<file path="src/rtl/pdp8_bus_responder.sv">
`default_nettype none
// ============================================================================
// Module      : pdp8_bus_responder
// Description : Far-end responder for the PDP-8 CPU's 8-bit multiplexed
//               external bus. It assembles a 12-bit address from two 6-bit
//               halves and builds 12-bit write words from three 4-bit nibbles.
//               It returns read data to the CPU one nibble at a time. Each data
//               access goes either to a synchronous 4K x 12 SRAM port or to a
//               selected 12-bit I/O device.
//
//               Bus decode of cpu_out:
//                 [7]   A : 1 = address phase, 0 = data phase / I/O select
//                 [6]   H : address half select (1 = upper six bits)
//                 [6:5] F : nibble field (00 hi, 01 mid, 10 lo + commit,
//                           11 = I/O select when A = 0)
//                 [4]   S : active-low write strobe (I/O select bit when F=11)
//                 [3:0]   : write nibble
//
// Ports       : clk        - clock
//               rst        - synchronous active-high reset
//               cpu_out    - CPU bus outputs
//               cpu_din    - nibble returned to the CPU (combinational)
//               mem_addr   - SRAM address (registered)
//               mem_rdata  - SRAM read data, valid one cycle after mem_addr
//               mem_we     - SRAM write enable, one-cycle pulse
//               mem_wdata  - SRAM write data
//               io_mode    - 1 = data phase targets the I/O port
//               io_sel     - selected I/O device
//               io_rd      - one-cycle pulse following an I/O select
//               io_rdata   - device read data, sampled while io_rd is high
//               io_wr      - one-cycle device write pulse
//               io_wdata   - device write data
//
// Revision    : 1.0 - initial release
// ============================================================================
module pdp8_bus_responder #(
    parameter int AW    = 12,   // fixed at 12 for the PDP-8
    parameter int SEL_W = 5
) (
    input  logic             clk,
    input  logic             rst,
    input  logic [7:0]       cpu_out,
    output logic [3:0]       cpu_din,
    output logic [AW-1:0]    mem_addr,
    input  logic [11:0]      mem_rdata,
    output logic             mem_we,
    output logic [11:0]      mem_wdata,
    output logic             io_mode,
    output logic [SEL_W-1:0] io_sel,
    output logic             io_rd,
    input  logic [11:0]      io_rdata,
    output logic             io_wr,
    output logic [11:0]      io_wdata
);

    localparam logic [1:0] c_F_HI  = 2'b00;
    localparam logic [1:0] c_F_MID = 2'b01;
    localparam logic [1:0] c_F_LO  = 2'b10;
    localparam logic [1:0] c_F_SEL = 2'b11;

    // ------------------------------------------------------------------
    // Bus field decode
    // ------------------------------------------------------------------
    logic       w_addr_phase;
    logic       w_addr_hi;
    logic [1:0] w_field;
    logic       w_strobe_n;
    logic [3:0] w_nibble;
    logic       w_io_select;
    logic       w_data_phase;
    logic       w_strobe_fall;
    logic       w_commit;
    logic [11:0] w_word;
    logic [11:0] w_src;

    assign w_addr_phase = cpu_out[7];
    assign w_addr_hi    = cpu_out[6];
    assign w_field      = cpu_out[6:5];
    assign w_strobe_n   = cpu_out[4];
    assign w_nibble     = cpu_out[3:0];

    assign w_io_select  = ~w_addr_phase & (w_field == c_F_SEL);
    assign w_data_phase = ~w_addr_phase & (w_field != c_F_SEL);

    // ------------------------------------------------------------------
    // Registered state
    // ------------------------------------------------------------------
    logic [AW-1:0]    r_addr;
    logic             r_io_mode;
    logic [SEL_W-1:0] r_io_sel;
    logic [3:0]       r_n_hi;
    logic [3:0]       r_n_mid;
    logic [11:0]      r_io_word;
    logic             r_strobe_prev;
    logic             r_mem_we;
    logic [11:0]      r_mem_wdata;
    logic             r_io_rd;
    logic             r_io_wr;
    logic [11:0]      r_io_wdata;

    // A capture or commit fires only on the high-to-low transition of S.
    // Holding S low therefore acts once.
    assign w_strobe_fall = w_data_phase & ~w_strobe_n & r_strobe_prev;
    assign w_commit      = w_strobe_fall & (w_field == c_F_LO);
    assign w_word        = {r_n_hi, r_n_mid, w_nibble};

    // Strobe history. Outside a data phase, S is not a strobe, so the history
    // is forced inactive. This makes the first low S of the next data phase
    // count as a fall.
    always_ff @(posedge clk) begin
        if (rst) begin
            r_strobe_prev <= 1'b1;
        end else if (w_data_phase) begin
            r_strobe_prev <= w_strobe_n;
        end else begin
            r_strobe_prev <= 1'b1;
        end
    end

    // Address assembly and target (memory / I/O) selection
    always_ff @(posedge clk) begin
        if (rst) begin
            r_addr    <= '0;
            r_io_mode <= 1'b0;
            r_io_sel  <= '0;
        end else if (w_addr_phase) begin
            if (w_addr_hi) begin
                r_addr[11:6] <= cpu_out[5:0];
            end else begin
                r_addr[5:0]  <= cpu_out[5:0];
            end
            r_io_mode <= 1'b0;
        end else if (w_io_select) begin
            r_io_mode <= 1'b1;
            r_io_sel  <= SEL_W'(cpu_out[4:0]);
        end
    end

    // Write nibble capture. The low nibble comes directly from the bus on the
    // commit cycle, so only the upper two nibbles need holding registers.
    always_ff @(posedge clk) begin
        if (rst) begin
            r_n_hi  <= 4'h0;
            r_n_mid <= 4'h0;
        end else if (w_strobe_fall) begin
            if (w_field == c_F_HI) begin
                r_n_hi <= w_nibble;
            end else if (w_field == c_F_MID) begin
                r_n_mid <= w_nibble;
            end
        end
    end

    // Write commit. The target is the io_mode value at commit time. The
    // write data registers hold their value between commits.
    always_ff @(posedge clk) begin
        if (rst) begin
            r_mem_we    <= 1'b0;
            r_io_wr     <= 1'b0;
            r_mem_wdata <= 12'h000;
            r_io_wdata  <= 12'h000;
        end else begin
            r_mem_we <= w_commit & ~r_io_mode;
            r_io_wr  <= w_commit &  r_io_mode;
            if (w_commit && !r_io_mode) begin
                r_mem_wdata <= w_word;
            end
            if (w_commit && r_io_mode) begin
                r_io_wdata <= w_word;
            end
        end
    end

    // I/O read handshake. io_rd is high for the cycle after each select, and
    // the device data is captured during that cycle. A repeated select
    // re-reads the device.
    always_ff @(posedge clk) begin
        if (rst) begin
            r_io_rd   <= 1'b0;
            r_io_word <= 12'h000;
        end else begin
            r_io_rd <= w_io_select;
            if (r_io_rd) begin
                r_io_word <= io_rdata;
            end
        end
    end

    // ------------------------------------------------------------------
    // Read return: nibble mux built from registered state plus the
    // synchronous SRAM output
    // ------------------------------------------------------------------
    assign w_src = r_io_mode ? r_io_word : mem_rdata;

    always_comb begin
        cpu_din = 4'h0;
        if (!rst && !w_addr_phase) begin
            case (w_field)
                c_F_HI:  cpu_din = w_src[11:8];
                c_F_MID: cpu_din = w_src[7:4];
                c_F_LO:  cpu_din = w_src[3:0];
                default: cpu_din = 4'h0;
            endcase
        end
    end

    // ------------------------------------------------------------------
    // Output assignments
    // ------------------------------------------------------------------
    assign mem_addr  = r_addr;
    assign mem_we    = r_mem_we;
    assign mem_wdata = r_mem_wdata;
    assign io_mode   = r_io_mode;
    assign io_sel    = r_io_sel;
    assign io_rd     = r_io_rd;
    assign io_wr     = r_io_wr;
    assign io_wdata  = r_io_wdata;

endmodule
`default_nettype wire

</file>
<file path="config.mk">
export PLATFORM = sky130hd
export DESIGN_NAME = pdp8_bus_responder
export DESIGN_NICKNAME = d
export VERILOG_FILES = /design/src/rtl/pdp8_bus_responder.sv
export SDC_FILE = /design/constraint.sdc
export NUM_CORES = 1
export LEC_CHECK = 0
export CORE_ASPECT_RATIO = 0.9
export CORE_UTILIZATION = 45
export DETAILED_ROUTE_END_ITERATION = 6
export GPL_TIMING_DRIVEN = 0
export PLACE_DENSITY_LB_ADDON = 0.25
export SKIP_LAST_GASP = 1
export SYNTH_ARGS = -nofsm -noshare
export SYNTH_HDL_FRONTEND = slang
export SYNTH_SLANG_ARGS = --single-unit
</file>
<file path="constraint.sdc">
create_clock -name clk -period 2.65 [get_ports clk]
set_clock_uncertainty 0.1 [all_clocks]
set_input_delay 0.265 -clock clk [delete_from_list [all_inputs] [get_ports clk]]
set_output_delay 0.265 -clock clk [all_outputs]
set_load 0.01 [all_outputs]
</file>
# [Yosys cells after proc, flatten, opt, wreduce, memory -nomap -nowiden]
# Cells that the tools add are included.
# Widths: inputs -> output; s select.
[word_totals] reg_bits=66 output_inout_bits=49 word_cells=47
[classes] n_eq_ne=4 mux=3 bitwise_logic=13 n_reduce_logical=14
[ops] cell="$mux 12" count=1
[ops] cell="$pmux 4 s3" count=1
[ops] cell="$reduce_and 2->1" count=4
[ops] cell="$and 1x1->1" count=7
[ops] cell="$not 1->1" count=6
[ops] cell="$eq 2x2->1 const B" count=2
[ops] cell="$mux 4" count=1
[ops] cell="$reduce_or 2->1" count=2
[ops] cell="$logic_and 1x1->1" count=3
[ops] cell="$logic_not 1->1" count=3
[ops] cell="$reduce_and 3->1" count=1
[ops] cell="$eq 2x1->1 const B" count=1
[ops] cell="$logic_not 2->1" count=1
[ops] cell="$ne 2x2->1 const B" count=1

# [Logic depth before layout (Yosys ltp)]
# Gate-level depths: netlist of run 1.
[depth] depth_word=6 ltp_mapped=6

# [Worst setup path before layout of run 1]
# Ideal clock, no wire load.
[synth_path] kind="input to output" startpoint="input port cpu_out[6]" endpoint="output port cpu_din[0]" t_arrival_ns=1.258 required_ns=2.285 slack_ns=1.027 cell_stages=5 path_buffers=2 path_cell_list="buf_2 buf_2 nor3b_1 a22oi_1 a21oi_1"
[synth_between] elab_chain_cells=3 word_cells_on_any_way=5
[synth_rtl] item="start, declared" line="42" rtl="input logic [7:0] cpu_out,"
[synth_rtl] item="$eq 2x2->1 (tied with other cells)" line="198" rtl="case (w_field)"
[synth_rtl] item="$pmux 4 s3 *" line="198"
[synth_rtl] item="$mux 4 *" line="197" rtl="if (!rst && !w_addr_phase) begin"
[synth_rtl] item="end, declared" line="43" rtl="output logic [3:0] cpu_din,"
# Every way passes the cells marked *; elsewhere a longest branch is shown, timed or not.

# [Final worst setup path of run 1]
[layout_path] startpoint="input port cpu_out[5]" endpoint="output port cpu_din[0]"
# Same word-level chain as after synthesis.

==> results.py, run 1 <==
metrics = {
    "power_and_ir_drop": {
        "switching_power_mw": 0.509,
        "p_leak_nw": 1.38,
        "power_density_nw_per_um2": 564,
        "ir_drop_mv": 0.422,
        "p_comb_share_pct": 10.1,
        "p_int_mw": 1.59,
        "switching_share_pct": 24.3,
        "p_clk_share_pct": 40.9,
        "p_seq_share_pct": 49.0,
    },
    "critical_path": {
        "reg2reg_to": "io_wdata[0]",
        "crit_slowest_cell": "clkdlybuf4s50_1",
        "crit_fanout": 10,
        "setup.worst_path.end": "cpu_din[0]",
        "worstPathArrival_ns": 2.26,
        "crit_buf_inv": 3,
        "path_cells": "clkdlybuf4s50_1, clkbuf_4, nand3b_1, o21ai_0, a22oi_1, a21oi_1, clkdlybuf4s50_1",
        "end_kind": "output port",
        "crit_type": "primary input to output port",
        "timing.rr.start": "io_mode",
        "cpMostUsedCell": "clkdlybuf4s50_1",
        "cp-start-kind": "primary input",
        "worstRegToRegCells": 5,
        "worst_path_largest_cell_delay_ns": 0.65,
        "cp.required_ns": 2.29,
        "cp_top_family": "buffers and inverters",
        "critPathLaunch": "cpu_out[5]",
        "r2r_setup_slack_ns": 0.96,
        "crit_cells": 7,
    },
    "placed_design": {
        "gp_congestion": 0.785,
        "placed_cells": 441,
        "portBuffers": 80,
        "dp_hpwl_mm": 4.62,
    },
    "clock_tree": {
        "cts_sinks": 66,
        "cts_root_buf": "clkbuf_8",
        "clk_latency_ns": 0.35,
        "clk_pin_slew_ns": 0.07,
        "cts_buffers": 9,
        "cts_max_level": 3,
        "cts_buffer_depth": 2,
        "cts_tree": "yes",
    },
    "logic_synthesis": {
        "synth-compound-area-share_pct": 9.04,
        "syn_area_um2": 2620,
        "synth-seq-cells": 66,
        "syn-mean-instance-area_um2": 8.90,
        "synth_edf_count": 0,
        "synthAdderAreaFrac_pct": 0,
        "synth_top_cell_area_share_pct": 50.5,
        "yosysWarningCount": 0,
        "synth_nets": 328,
        "synthTopCellsByCount": "66 x dfxtp_1, 57 x nand2_1, 37 x nor2_1, 35 x a21oi_1, 34 x mux2i_1",
        "synthSimpleGateAreaFrac_pct": 21.3,
        "ys_async_sr_fraction_pct": 0,
        "synth_most_common_cell": "dfxtp_1",
        "synth_area_leaders": "dfxtp_1 51%, mux2i_1 13%, nand2_1 8.2%, a21oi_1 6.7%, nor2_1 5.3%",
        "syn_inst": 294,
        "yosys.area_share.xor_xnor_pct": 0,
        "synth_flop_cell": "dfxtp_1",
        "synthDistinctLibCells": 27,
        "yosysSeqAreaShare_pct": 50.5,
        "muxShareOfSynthArea_pct": 14.7,
        "synth_top_family_by_area": "simple AND/OR/NAND/NOR gates",
        "yosysTopAreaCell": "dfxtp_1",
    },
    "global_routing": {
        "grt_pass1_wl_mm": 10.1,
        "grt-ovfl-total": 0,
        "track_usage_pct": 22.6,
        "grt_pass1_vias": 2180,
        "antenna_found_initial": 0,
        "grt_max_degree": 13,
    },
    "floorplan": {
        "rows": 25,
        "initial_core_util_pct": 48.3,
        "dieArea_um2": 6120,
        "pin_count": 83,
        "die_y_um": 74.3,
        "die_width_um": 82.4,
        "core_um2": 5410,
    },
    "detailed_routing": {
        "wirelength_mm": 6.41,
        "viasPerCell": 5.06,
        "drt_pre_antenna_iters": 4,
        "vias": 2313,
        "wl_per_cell_um": 14.0,
        "drc": 0,
        "dr.first_iter.drc_count": 122,
        "antenna_left": 0,
    },
    "timing": {
        "finalCriticalPeriod_ns": 2.63,
        "hold_viol_final": 0,
        "setup_viol": 0,
        "fmax_mhz": 380,
        "worst_pin_slew_ns": 0.548,
        "finalMaxSlewViolations": 0,
        "maxSlewHeadroom_pct": 63.5,
        "tns_ns": 0,
        "finalCritPeriodShare_pct": 99.2,
    },
    "finish": {
        "layout.nets": 419,
        "final_cells": 457,
        "antennaDiodeCount": 0,
        "fillers": 470,
        "area_growth_pct": 41.9,
        "drive_above_1_share_pct": 10.5,
    },
    "hold_path": {
        "hp-class": "primary input to flop",
    },
    "run": {
        "maxCapViolations": 0,
    },
    "run_status": {
        "status": "complete, no violations",
    },
}
metrics by stage:
step | hold WS, ns | util, % | power, mW | setup WS (ns) | instance area (um^2)
2_1_floorplan | 0.301 | - | 1.15 | 1.03 | 2620
3_3_place_gp | 0.346 | 64.7 | 1.26 | 0.0671 | 3500
3_5_place_dp | 0.347 | 64.7 | 1.26 | 0.0793 | 3500
4_1_cts | 0.116 | 68.4 | 2.11 | 0.0737 | 3700
5_1_grt | 0.131 | 68.6 | 2.18 | -0.0202 | 3710
6_report | 0.129 | 68.6 | 2.10 | 0.0212 | 3710
per-layer routing:
metal	GRT usage, %	up-vias	wire, um
li1	-	1165	-
met1	26.9	1068	2890
met2	36.6	69	2940
met3	8.96	11	449
met4	8.77	0	119
met5	0	-	0
power by group through the flow:
stage | combinational [mW] | sequential [mW] | clock [mW]
6_report | 0.212 | 1.03 | 0.857
3_5_place_dp | 0.211 | 1.05 | 0
2_1_floorplan | 0.0960 | 1.05 | 0
4_1_cts | 0.212 | 1.03 | 0.875
5_1_grt | 0.231 | 1.03 | 0.921
3_3_place_gp | 0.207 | 1.05 | 0
layout make-up:
class                      instances  area [um^2]  share of cell area, %
multi-input combinational        202         1180                   31.9
tap                               67         83.8                   2.26
clock buffer                      10          138                   3.71
inverter                           4         15.0                  0.404
buffer                            22          105                   2.83
sequential                        66         1320                   35.6
clock inverter                     6         65.1                   1.75
timing repair buffer              80          801                   21.6
what timing repair did:
action                     in CTS  in global routing
hold endpoints to repair        0                  0
hold buffers                    0                  0
setup endpoints to repair       0                  4
setup buffers                   0                  0
gates resized for setup         0                  4
worst min path at each step:
stage | startpoint | to | slack, ns | cells after the start
floorplan | cpu_out[0] | io_wdata[0] | 0.30 | 2
global placement | mem_addr[11] | mem_addr[11] | 0.35 | 2
detailed placement | mem_wdata[1] | mem_wdata[1] | 0.35 | 2
CTS | cpu_out[4] | r_strobe_prev | 0.12 | 2
global route | cpu_out[4] | r_strobe_prev | 0.13 | 2
finish | cpu_out[4] | r_strobe_prev | 0.13 | 2
flip-flops by register name, summed over array words and instances (netlist names):
signal and cells:
mem_wdata 12, r_n_mid 4, r_io_word 12, io_mode 1, mem_addr 12, io_sel 5
mem_we 1, io_wr 1, io_wdata 12, io_rd 1, r_n_hi 4, r_strobe_prev 1
cells by family (layout without fill, tap and decap cells):
group | after synthesis | count (layout)
simple gates | 120 | 120
mux | 37 | 37
compound gates | 45 | 45
buf+inv | 26 | 122
flops | 66 | 66
cells in the final DEF (no fill, tap or decap), types with 2 or more instances in the layout:
master and instances:
buf_2 11, nand2b_1 3, inv_1 4, clkdlybuf4s50_1 80, o21ai_0 5, mux2_2 2, nand3_1 8, a21oi_1 35
nand2_1 57, clkinv_2 2, nand2b_4 2, nand3b_1 3, a22oi_1 3, nor2_1 37, or2_2 2, clkbuf_8 10
buf_1 4, nor3_1 2, clkbuf_1 4, nor4_2 2, dfxtp_1 66, mux2i_1 34
No activity file was read; power rests on OpenSTA's default activity.
==> inputs of run 2 (changes only) <==
--- a/config.mk
+++ b/config.mk
@@ -9,6 +9,7 @@
 export CORE_UTILIZATION = 45
 export DETAILED_ROUTE_END_ITERATION = 6
 export GPL_TIMING_DRIVEN = 0
+export HOLD_SLACK_MARGIN = 0.05
 export PLACE_DENSITY_LB_ADDON = 0.25
 export SKIP_LAST_GASP = 1
 export SYNTH_ARGS = -nofsm -noshare
==> results of run 2 <==
No change in the layout: final DEF, timing and power equal those of run 1.
==> inputs of run 3 (changes only) <==
==> constraint.sdc (replaced) <==
create_clock -name clk -period 2.6 [get_ports clk]
set_clock_uncertainty 0.1 [all_clocks]
set_input_delay 0.26 -clock clk [delete_from_list [all_inputs] [get_ports clk]]
set_output_delay 0.26 -clock clk [all_outputs]
set_load 0.01 [all_outputs]
==> run 3 against run 2 <==
Sequential power barely moved. Clock-buffer cell count did not move. Via count rose by 0.22%. Largest cell class unchanged. Register-to-register slack got worse by 0.06 ns. Total power rose by 2.0%. Clock power rose by 2%. Worst setup slack improved by 0.15 ns. Critical path depth fell by 1. Cell count did not move. Hold slack got worse by 0.0073 ns. First-iteration DRC count fell by 7.4%.
==> results.py, run 3 (same netlist as run 1, synthesis figures left out) <==
metrics = {
    "finish": {
        "layout.nets": 419,
        "fillers": 468,
        "drive_above_1_share_pct": 10.5,
        "utilization_pct": 68.6,
        "mostFrequentLayoutCells": "79 x clkdlybuf4s50_1, 66 x dfxtp_1, 57 x nand2_1, 37 x nor2_1, 35 x a21oi_1",
        "antennaDiodeCount": 0,
        "final_common_cell": "clkdlybuf4s50_1",
        "area_growth_pct": 42.0,
    },
    "critical_path": {
        "crit_fanout": 10,
        "crit_type": "flop to output port",
        "cp.required_ns": 2.24,
        "cp_top_family": "buffers and inverters",
        "crit_slowest_cell": "dfxtp_1",
        "critPathLaunch": "io_mode",
        "path_cells": "clkbuf_2, mux2i_1, nor2_1, mux2i_1, nor2_1, clkdlybuf4s50_1",
        "crit_cells": 6,
        "timing.rr.start": "io_mode",
        "cp-start-kind": "flop",
        "crit_buf_inv": 2,
        "worstRegToRegCells": 5,
        "end_kind": "output port",
        "worst_path_largest_cell_delay_ns": 0.50,
        "worstPathArrival_ns": 2.07,
    },
    "hold_path": {
        "hp-class": "primary input to flop",
        "holdPathStages": 2,
        "min_from": "cpu_out[4]",
    },
    "timing": {
        "setup_viol": 0,
        "finalMaxSlewViolations": 0,
        "rsz0062_at_grt": "yes",
        "hold_slack_ns": 0.122,
        "finalCritPeriodShare_pct": 93.3,
        "worst_pin_slew_ns": 0.548,
        "fin_ws_ns": 0.174,
        "tns_ns": 0,
        "hold_viol_final": 0,
        "maxSlewHeadroom_pct": 63.5,
        "fmax_mhz": 412,
        "finalCriticalPeriod_ns": 2.43,
    },
    "clock_tree": {
        "cts_tree": "yes",
        "cts_buffer_depth": 2,
        "cts_setup_buffers": 0,
        "cts_resized": 0,
        "cts_max_level": 3,
        "clk_pin_slew_ns": 0.07,
        "cts_sinks": 66,
        "cts_root_buf": "clkbuf_8",
        "clk_latency_ns": 0.35,
        "cts_buffers": 9,
        "hold_buffers": 0,
    },
    "placed_design": {
        "gp_congestion": 0.785,
        "post-place-ws_ns": 0.0393,
        "portBuffers": 80,
        "dp_hpwl_mm": 4.62,
    },
    "power_and_ir_drop": {
        "power_density_nw_per_um2": 575,
        "p_clk_share_pct": 40.9,
        "switching_share_pct": 24.3,
        "p_comb_share_pct": 10.1,
        "p_seq_share_pct": 48.9,
        "p_leak_nw": 1.39,
        "p_int_mw": 1.62,
        "switching_power_mw": 0.520,
        "ir_drop_mv": 0.430,
    },
    "floorplan": {
        "rows": 25,
        "dieArea_um2": 6120,
        "initial_core_util_pct": 48.3,
        "die_y_um": 74.3,
        "die_width_um": 82.4,
        "core_um2": 5410,
        "pin_count": 83,
    },
    "detailed_routing": {
        "wirelength_mm": 6.40,
        "wl_per_cell_um": 14.0,
        "antenna_left": 0,
        "vias": 2318,
        "viasPerCell": 5.07,
        "drc": 0,
        "dr.first_iter.drc_count": 113,
        "drt_pre_antenna_iters": 4,
    },
    "global_routing": {
        "grt_max_degree": 13,
        "grt-ovfl-total": 0,
        "antenna_found_initial": 0,
        "grt_pass1_wl_mm": 10.1,
        "grt_pass1_vias": 2180,
        "track_usage_pct": 22.6,
    },
    "run": {
        "maxCapViolations": 0,
    },
    "run_status": {
        "status": "complete, no violations",
    },
}
-- run 3: worst paths after layout --
check | slack (ns) | end
max | 0.17 | cpu_din[2]
min | 0.12 | r_strobe_prev
max reg2reg | 0.90 | io_wdata[0]
min reg2reg | 0.35 | mem_wdata[11]
-- run 3: cell type report --
cell class              instances  area (um^2)  area share (%)
flip-flops and latches         66         1320            35.6
multi-input cells             202         1180            31.9
repair buffers                 80          803            21.6
clock buffers                  10          138            3.70
plain buffers                  22          105            2.83
well taps                      67         83.8            2.26
clock inverters                 6         65.1            1.75
inverters                       4         15.0           0.404
-- run 3: through the flow --
stage / cells / total power, mW / cell area [um^2]
3_5_place_dp: 441 / 1.28 / 3500
4_1_cts: 457 / 2.15 / 3700
5_1_grt: 457 / 2.22 / 3710
6_report: 457 / 2.14 / 3710
2_1_floorplan: 294 / 1.17 / 2620
3_3_place_gp: 441 / 1.28 / 3500
-- run 3: worst register-to-register path: stages (launching register included) --
cell,delay (ns)
dfxtp_1,0.50
inv_1,0.14
nor4_2,0.39
buf_2,0.30
nand2_1,0.08
a21oi_1,0.13
-- run 3: power groups by stage --
stage | combinational [mW] | sequential [mW] | clock, mW
global placement | 0.211 | 1.07 | 0
global route | 0.235 | 1.05 | 0.939
detailed placement | 0.215 | 1.07 | 0
CTS | 0.216 | 1.05 | 0.892
floorplan | 0.0979 | 1.07 | 0
finish | 0.216 | 1.05 | 0.875
-- run 3: per-layer routing --
layer,wire length (um),up-vias,GRT usage [%],part of all wire [%]
li1,-,1166,-,-
met1,2890,1082,26.9,45
met2,2970,60,36.6,46
met3,427,10,8.96,6.7
met4,119,0,8.77,1.9
met5,0,-,0,0
